$ cat src/rtl/pulse_meter_pkg.sv
// Shared definitions for the pulse period meter: FSM state encoding and the
// counter saturation constant macro.
`ifndef PULSE_METER_PKG_SV
`define PULSE_METER_PKG_SV

// All-ones value of a w-bit counter, evaluated in 64 bits so w=32 is safe.
`define CNT_MAX(w) ((64'd1 << (w)) - 64'd1)

package pulse_meter_pkg;

    typedef enum logic {
        IDLE    = 1'b0,
        MEASURE = 1'b1
    } meter_state_t;

endpackage

`endif

$ cat src/rtl/pulse_period_meter_edge_sync.sv
// Rising-edge detector for pulse_in. Define PULSE_SYNC_EN to place a 2-FF
// synchroniser in front of the detector for asynchronous inputs.
module edge_sync (
    input  logic sys_clk,
    input  logic sys_rst,
    input  logic pulse_in,
    output logic pulse_edge
);

    logic pulse_s;
    logic pulse_d_reg;

`ifdef PULSE_SYNC_EN
    logic sync_1_reg;
    logic sync_2_reg;

    always_ff @(posedge sys_clk or posedge sys_rst) begin
        if (sys_rst) begin
            sync_1_reg <= 1'b0;
            sync_2_reg <= 1'b0;
        end else begin
            sync_1_reg <= pulse_in;
            sync_2_reg <= sync_1_reg;
        end
    end

    assign pulse_s = sync_2_reg;
`else
    assign pulse_s = pulse_in;
`endif

    // pulse_d resets low so a high input at reset release reads as an edge.
    always_ff @(posedge sys_clk or posedge sys_rst) begin
        if (sys_rst) begin
            pulse_d_reg <= 1'b0;
        end else begin
            pulse_d_reg <= pulse_s;
        end
    end

    assign pulse_edge = pulse_s & ~pulse_d_reg;

endmodule

$ cat src/rtl/pulse_period_meter.sv
// Measures sys_clk cycles between rising edges of pulse_in and flags lock to
// EXP_PERIOD +/- TOL. Optional input synchroniser: PULSE_SYNC_EN.
module pulse_period_meter #(
    parameter int CNT_W      = 16,
    parameter int EXP_PERIOD = 6,
    parameter int TOL        = 0,
    parameter int LOCK_CNT   = 4
) (
    input  logic             sys_clk,
    input  logic             sys_rst,
    input  logic             pulse_in,
    output logic [CNT_W-1:0] period,
    output logic             period_vld,
    output logic             locked,
    output logic             timeout
);

    import pulse_meter_pkg::*;

    localparam int MATCH_W = $clog2(LOCK_CNT + 1);
    localparam logic [CNT_W-1:0]   CNT_SAT    = CNT_W'(`CNT_MAX(CNT_W));
    localparam logic [CNT_W-1:0]   CNT_ONE    = CNT_W'(1);
    localparam logic [MATCH_W-1:0] MATCH_FULL = MATCH_W'(LOCK_CNT);
    // Tolerance window in CNT_W+1 bits; the low bound clamps at zero.
    localparam logic [CNT_W:0] TOL_LO =
        (EXP_PERIOD > TOL) ? (CNT_W+1)'(EXP_PERIOD - TOL) : (CNT_W+1)'(0);
    localparam logic [CNT_W:0] TOL_HI = (CNT_W+1)'(EXP_PERIOD + TOL);

    logic pulse_edge;

    meter_state_t       state_reg,  state_next;
    logic [CNT_W-1:0]   cnt_reg,    cnt_next;
    logic [CNT_W-1:0]   period_reg, period_next;
    logic               vld_reg,    vld_next;
    logic               timeout_reg, timeout_next;
    logic [MATCH_W-1:0] match_reg,  match_next;
    logic               locked_reg, locked_next;

    logic [CNT_W:0] cnt_ext;
    logic           in_tol;

    edge_sync u_edge_sync (
        .sys_clk    (sys_clk),
        .sys_rst    (sys_rst),
        .pulse_in   (pulse_in),
        .pulse_edge (pulse_edge)
    );

    assign cnt_ext = {1'b0, cnt_reg};
    assign in_tol  = (cnt_ext >= TOL_LO) && (cnt_ext <= TOL_HI);

    always_comb begin
        state_next   = state_reg;
        cnt_next     = cnt_reg;
        period_next  = period_reg;
        vld_next     = 1'b0;
        timeout_next = 1'b0;
        match_next   = match_reg;
        locked_next  = locked_reg;

        case (state_reg)
            IDLE: begin
                if (pulse_edge) begin
                    cnt_next   = CNT_ONE;
                    state_next = MEASURE;
                end
            end
            MEASURE: begin
                // An edge takes priority over saturation in the same cycle.
                if (pulse_edge) begin
                    period_next = cnt_reg;
                    vld_next    = 1'b1;
                    cnt_next    = CNT_ONE;
                    if (in_tol) begin
                        if (match_reg != MATCH_FULL) begin
                            match_next = match_reg + 1'b1;
                        end
                    end else begin
                        match_next = '0;
                    end
                    locked_next = (match_next == MATCH_FULL);
                end else if (cnt_reg != CNT_SAT) begin
                    cnt_next = cnt_reg + 1'b1;
                end else begin
                    timeout_next = 1'b1;
                    match_next   = '0;
                    locked_next  = 1'b0;
                    cnt_next     = '0;
                    state_next   = IDLE;
                end
            end
            default: begin
                state_next = IDLE;
                cnt_next   = '0;
            end
        endcase
    end

    always_ff @(posedge sys_clk or posedge sys_rst) begin
        if (sys_rst) begin
            state_reg   <= IDLE;
            cnt_reg     <= '0;
            period_reg  <= '0;
            vld_reg     <= 1'b0;
            timeout_reg <= 1'b0;
            match_reg   <= '0;
            locked_reg  <= 1'b0;
        end else begin
            state_reg   <= state_next;
            cnt_reg     <= cnt_next;
            period_reg  <= period_next;
            vld_reg     <= vld_next;
            timeout_reg <= timeout_next;
            match_reg   <= match_next;
            locked_reg  <= locked_next;
        end
    end

    assign period     = period_reg;
    assign period_vld = vld_reg;
    assign locked     = locked_reg;
    assign timeout    = timeout_reg;

endmodule

$ cat config.mk
export PLATFORM = sky130hd
export DESIGN_NAME = pulse_period_meter
export DESIGN_NICKNAME = d
export VERILOG_FILES = /design/src/rtl/pulse_meter_pkg.sv /design/src/rtl/pulse_period_meter_edge_sync.sv /design/src/rtl/pulse_period_meter.sv
export SDC_FILE = /design/constraint.sdc
export NUM_CORES = 1
export LEC_CHECK = 0
export ABC_CLOCK_PERIOD_IN_PS = 3000
export CAP_MARGIN = 10
export CORE_ASPECT_RATIO = 0.9
export CORE_MARGIN = 2
export CORE_UTILIZATION = 45
export CTS_CLUSTER_DIAMETER = 100
export DETAILED_ROUTE_END_ITERATION = 10
export PLACE_DENSITY = 0.75
export SLEW_MARGIN = 20
export SYNTH_ARGS = -nofsm -noshare
export SYNTH_HDL_FRONTEND = slang
export SYNTH_SLANG_ARGS = --single-unit
$ cat constraint.sdc
create_clock -name sys_clk -period 3 [get_ports sys_clk]
set_input_delay 0.6 -clock sys_clk [delete_from_list [all_inputs] [get_ports sys_clk]]
set_output_delay 0.6 -clock sys_clk [all_outputs]
set_load 0.005 [all_outputs]
; Yosys cells after proc, flatten, opt, wreduce, memory -nomap -nowiden
; Cells that the tools add are included.
; W data, S select, Z words.
[classes]
reduce_logical = 3
eq_ne = 5
n_addsub = 2
bitwise_logic = 3
magnitude_cmp = 2
n_mux = 20
[op_table]
columns = cell, n
row1 = $mux W16, 3
row2 = $pmux W16 S2, 1
row3 = $mux W3, 6
row4 = $add A16 B1 Y16 const B, 1
row5 = $ge A16 B3 Y1 const B, 1
row6 = $le A16 B3 Y1 const B, 1
row7 = $ne A16 B16 Y1 const B, 1
row8 = $mux W1, 9
row9 = $ne A2 B2 Y1 const B, 2
row10 = $reduce_and A2 Y1, 2
row11 = $add A3 B1 Y3 const B, 1
row12 = $eq A3 B3 Y1 const B, 1
row13 = $ne A3 B3 Y1 const B, 1
row14 = $not A1 Y1, 2
row15 = $pmux W1 S2, 1
row16 = $and A1 B1 Y1, 1
row17 = $logic_and A1 B1 Y1, 1
[word_totals]
inputBits = 3
wordCells = 43
output_inout_bits = 19
reg_bits = 40

; Depth between registers and ports, before layout
[depth]
ltp_word = 7
mapped_depth = 7
ltp_nobuf = 6

; Cells and area by module
; A second synthesis with hierarchy kept.
[hier_totals]
cells_unflattened = 191
area_unflattened_um2 = 2018.2
[by_module_without_submodules]
columns = module, cells_each, seq_area_each_um2, area_each_um2, n_inst
row1 = pulse_period_meter, 188, 975.9, 1975.6, 1
row2 = edge_sync, 3, 25.0, 42.5, 1

; Worst setup path after synthesis
; OpenSTA, ideal clock, no wires.
[synth_path]
path_kind = register -> register
startpoint = reg cnt_reg[6]
endpoint = reg cnt_reg[5]
stages_incl_launch_ff = 8
t_required_ns = 2.868
path_slack_ns = 1.299
period_less_slack_ns = 1.701
arrival_ns = 1.569
n_path_buf = 3
setup_time_ns = 0.132
cell_sequence = dfrtp_1 -> buf_2 -> nand4_2 -> or4_1 -> buf_2 -> buf_6 -> a31oi_1 -> a31oi_1
[synth_via]
elab_chain_len = 4
[synth_rtl]
columns = item, line
row1 = from (decl), pulse_period_meter.sv:32  ; logic [CNT_W-1:0] cnt_reg, cnt_next;
row2 = from (signal assigned), pulse_period_meter.sv:110  ; cnt_reg <= cnt_next;
row3 = $ne A16 B16 Y1, pulse_period_meter.sv:82  ; end else if (cnt_reg != CNT_SAT) begin
row4 = $mux W16, pulse_period_meter.sv:82
row5 = $mux W16, pulse_period_meter.sv:70  ; if (pulse_edge) begin
row6 = $pmux W16 S2, pulse_period_meter.sv:61  ; case (state_reg)
; Every way passes these cells.
; A chain may end at the register's enable or synchronous reset.

; Worst setup path after layout
[layout_path]
startpoint = reg cnt_reg[6]
endpoint = reg cnt_reg[4]
; The elaborated chain is that of the path after synthesis.

==> flow_metrics.tcl <==
set metrics [dict create \
    run_status "completed" \
    die_h_um 66.2 \
    slew_viol_final 0 \
    synth-edff-count 0 \
    cp_cell_sequence "nand4_2, or4_1, nand2_1, o21ai_0" \
    ys.flop_type "dfrtp_1" \
    master_cell_of_the_clock_root_buffer "clkbuf_8" \
    timing.hold.worst.class "reg2reg" \
    finalSetupViolCount 0 \
    netlist-cell-type-count 39 \
    synth_commonest_cells "dfrtp_1 (40), mux2_2 (16), nor2_1 (14), nand2_1 (13)" \
    grt_start_max_net_pins 41 \
    setup_slack_ps 853 \
    period_minus_slack_ps 2150 \
    postCtsSetupRepairBufs 0 \
    placed_cells 244 \
    first_global_vias 1389 \
    layout.filler_cells 372 \
    startpoint_type "flip-flop" \
    tritoncts "built" \
    worstPathArrival_ps 2280 \
    wire_length_of_the_first_global_routing_pass_um 6470 \
    totalNegativeSetupSlack_ps 0 \
    end_kind "flip-flop" \
    port_buffers 21 \
    worst_slew_pin_tran_ps 497 \
    cts_repair_resize_count 0 \
    worst_setup_path_endpoint "cnt_reg[4]" \
    fp.coreArea_sq_um 4100 \
    crit_path_start "cnt_reg[6]" \
    layout.cells.non_filler 252 \
    min_from "period[6]" \
    hold_violations 0 \
    synth_xor_xnor_area_share_pct 3.17 \
    routed_wirelength_um 3750 \
    place_area_sq_um 2180 \
    synthesized_flop_and_latch_total 40 \
    synth.avg_cell_area_sq_um 10.7 \
    cts_sinks 40 \
    place_hpwl_um 2600 \
    synth.most_common_cell "dfrtp_1" \
    post_synth_and_or_nand_nor_area_fraction_pct 19.1 \
    multi_input_comb_area_sq_um 843 \
    worst_r2r_startpoint "cnt_reg[6]" \
    worst_r2r_path_depth 4 \
    synth-async-reset-ratio_pct 100 \
    synth_top_family_by_area "simple AND/OR/NAND/NOR gates" \
    clk_latency_ps 290 \
    number_of_antenna_violations_at_the_first_check_in_global_routing 0 \
    globalRouteOverflowTotal 0 \
    timing.fmax_mhz 466 \
    power.leakage_uw 0.00103 \
    dpl_worst_slack_ps 779 \
    p_per_area_nw_per_um2 557 \
    detailedRoute.firstIterationViolations 88 \
    timing.final.crit_share_pct 71.6 \
    final_design_area_no_fill_sq_um 2290 \
    layout.nets 210 \
    io_pins 22 \
    synth.yosys.seq_area_share_pct 51.7 \
    max_cap_violations 0 \
    insertedDiodeCount 0 \
    die_area_sq_um 4840 \
    die_w_um 73.1 \
    cts_made_buffers 5 \
    capturing_point_of_the_worst_reg2reg_path "cnt_reg[4]" \
    avgRoutedWirePerCell_um 14.9 \
    netlist.top_cell.by_area "dfrtp_1" \
    muxShareOfSynthArea_pct 9.83 \
    clk_path_buf_depth 2 \
    via_per_inst 5.67 \
    clock_tree.htree_level_count 2 \
    final_antenna_net_count 0 \
    synth_nets 188 \
    total_iterations_of_the_first_detailed_routing_run 4 \
    cpPeakStageDelay_ps 790 \
    slew-limit-headroom_pct 66.9 \
    residual_drc_count 0 \
    grt_setup_unrepaired "no" \
    worst_ep_required_time_ps 3140 \
    vdd_ir_drop_max_uv 401 \
    hold_buffers 0 \
    critical-path-slowest-cell "or4_1" \
    rd_place_congestion 0.851 \
    syn_area_sq_um 1930 \
    ys_warn_count 0 \
    ff_to_ff_setup_slack_ps 850 \
    synthAdderAreaFrac_pct 2.59 \
    worst-setup-path-type "reg2reg" \
    final-seq-area_sq_um 1000 \
    flow.area_growth_from_synthesis_pct 18.4 \
    synthesis.instances 181 \
    fraction_of_the_mapped_netlist_area_in_compound_gates_pct 8.93 \
    post-synth-top-area-fraction_pct 51.7 \
    number_of_vias_after_detailed_routing 1428 \
    clkTransAtPathRegs_ps 80 \
    grt.total_usage_pct 17.8 \
    worst-path-max-fanout 14 \
    worst_clock_skew_ps 7.22 \
    synth_area_leaders "dfrtp_1 (52%), mux2_2 (9.3%), nor2_1 (2.7%)" \
    starting_density_of_the_core_pct 47.2 \
    layout-drive-gt1-share_pct 14.7 \
    fp-row-count 22 \
]
==> metal layers <==
layer | up-vias | share of wire [%] | GRT usage (%)
met4 | 0 | 1.3 | 8.10
met3 | 4 | 4.3 | 5.95
met2 | 34 | 45 | 26.2
met5 | - | 0 | 0
met1 | 692 | 50 | 23.6
li1 | 698 | - | -
==> critical path, delay by kind of cell, from the launching register on <==
kind / cells / cell delay [ps]
AO/OA/AOI/OAI: 1 / 180
flip-flops: 1 / 530
AND/OR/NAND/NOR: 3 / 1270
==> metrics by stage <==
stage                     power (uW)  hold slack, ps  utilization (%)
after global placement           854             490             53.2
final                           1280             509             55.8
after floorplan                  764             490                -
after detailed placement         858             495             53.2
after CTS                       1290             515             55.8
after global routing            1350             521             55.8
==> power by group <==
group	internal [uW]	switching (uW)
clock network	247	180
logic	110	98.0
registers	587	53.8
==> final cells by class <==
type | count | area share (%)
Sequential cell | 40 | 43.7
Multi-Input combinational cell | 121 | 36.8
Timing Repair Buffer | 25 | 10.5
Clock buffer | 6 | 3.17
Tap cell | 48 | 2.62
Inverter | 10 | 1.64
Clock inverter | 2 | 1.53
==> worst min-delay path by stage <==
stage	cells after the start	slack, ps	end
after CTS	1	510	period[6]
after floorplan	1	490	cnt_reg[12]
after global placement	1	490	period[10]
final	1	510	period[6]
after global routing	1	520	locked
after detailed placement	1	500	period[1]
==> logic make-up (layout without fill, tap and decap cells) <==
| logic type | count (synthesis) | count (layout) |
|---|---|---|
| AND/OR/NAND/NOR | 68 | 68 |
| flip-flops | 40 | 40 |
| AO/OA/AOI/OAI | 25 | 25 |
| buffers and inverters | 20 | 43 |
| multiplexers | 17 | 17 |
| XOR/XNOR | 7 | 7 |
| adder cells (fa/ha/maj) | 4 | 4 |
==> layout by cell type (no fill, tap or decap), types with 2 or more instances in the layout <==
cell type,n
a21oi_1,2
nand2_1,13
buf_4,4
nor2_1,14
and2_1,2
nand3b_1,3
clkdlybuf4s50_1,21
inv_1,10
xnor2_1,4
ha_1,4
dfrtp_1,40
nand4_1,5
xor2_1,3
nand4_2,2
o21ai_0,4
nor4_1,4
nand2b_1,3
and4_1,2
a31oi_1,8
mux2_2,16
a22o_1,2
nor3_1,4
clkbuf_8,5
nand3_1,10
or4_1,2
Power figures use the tool's default switching activity.
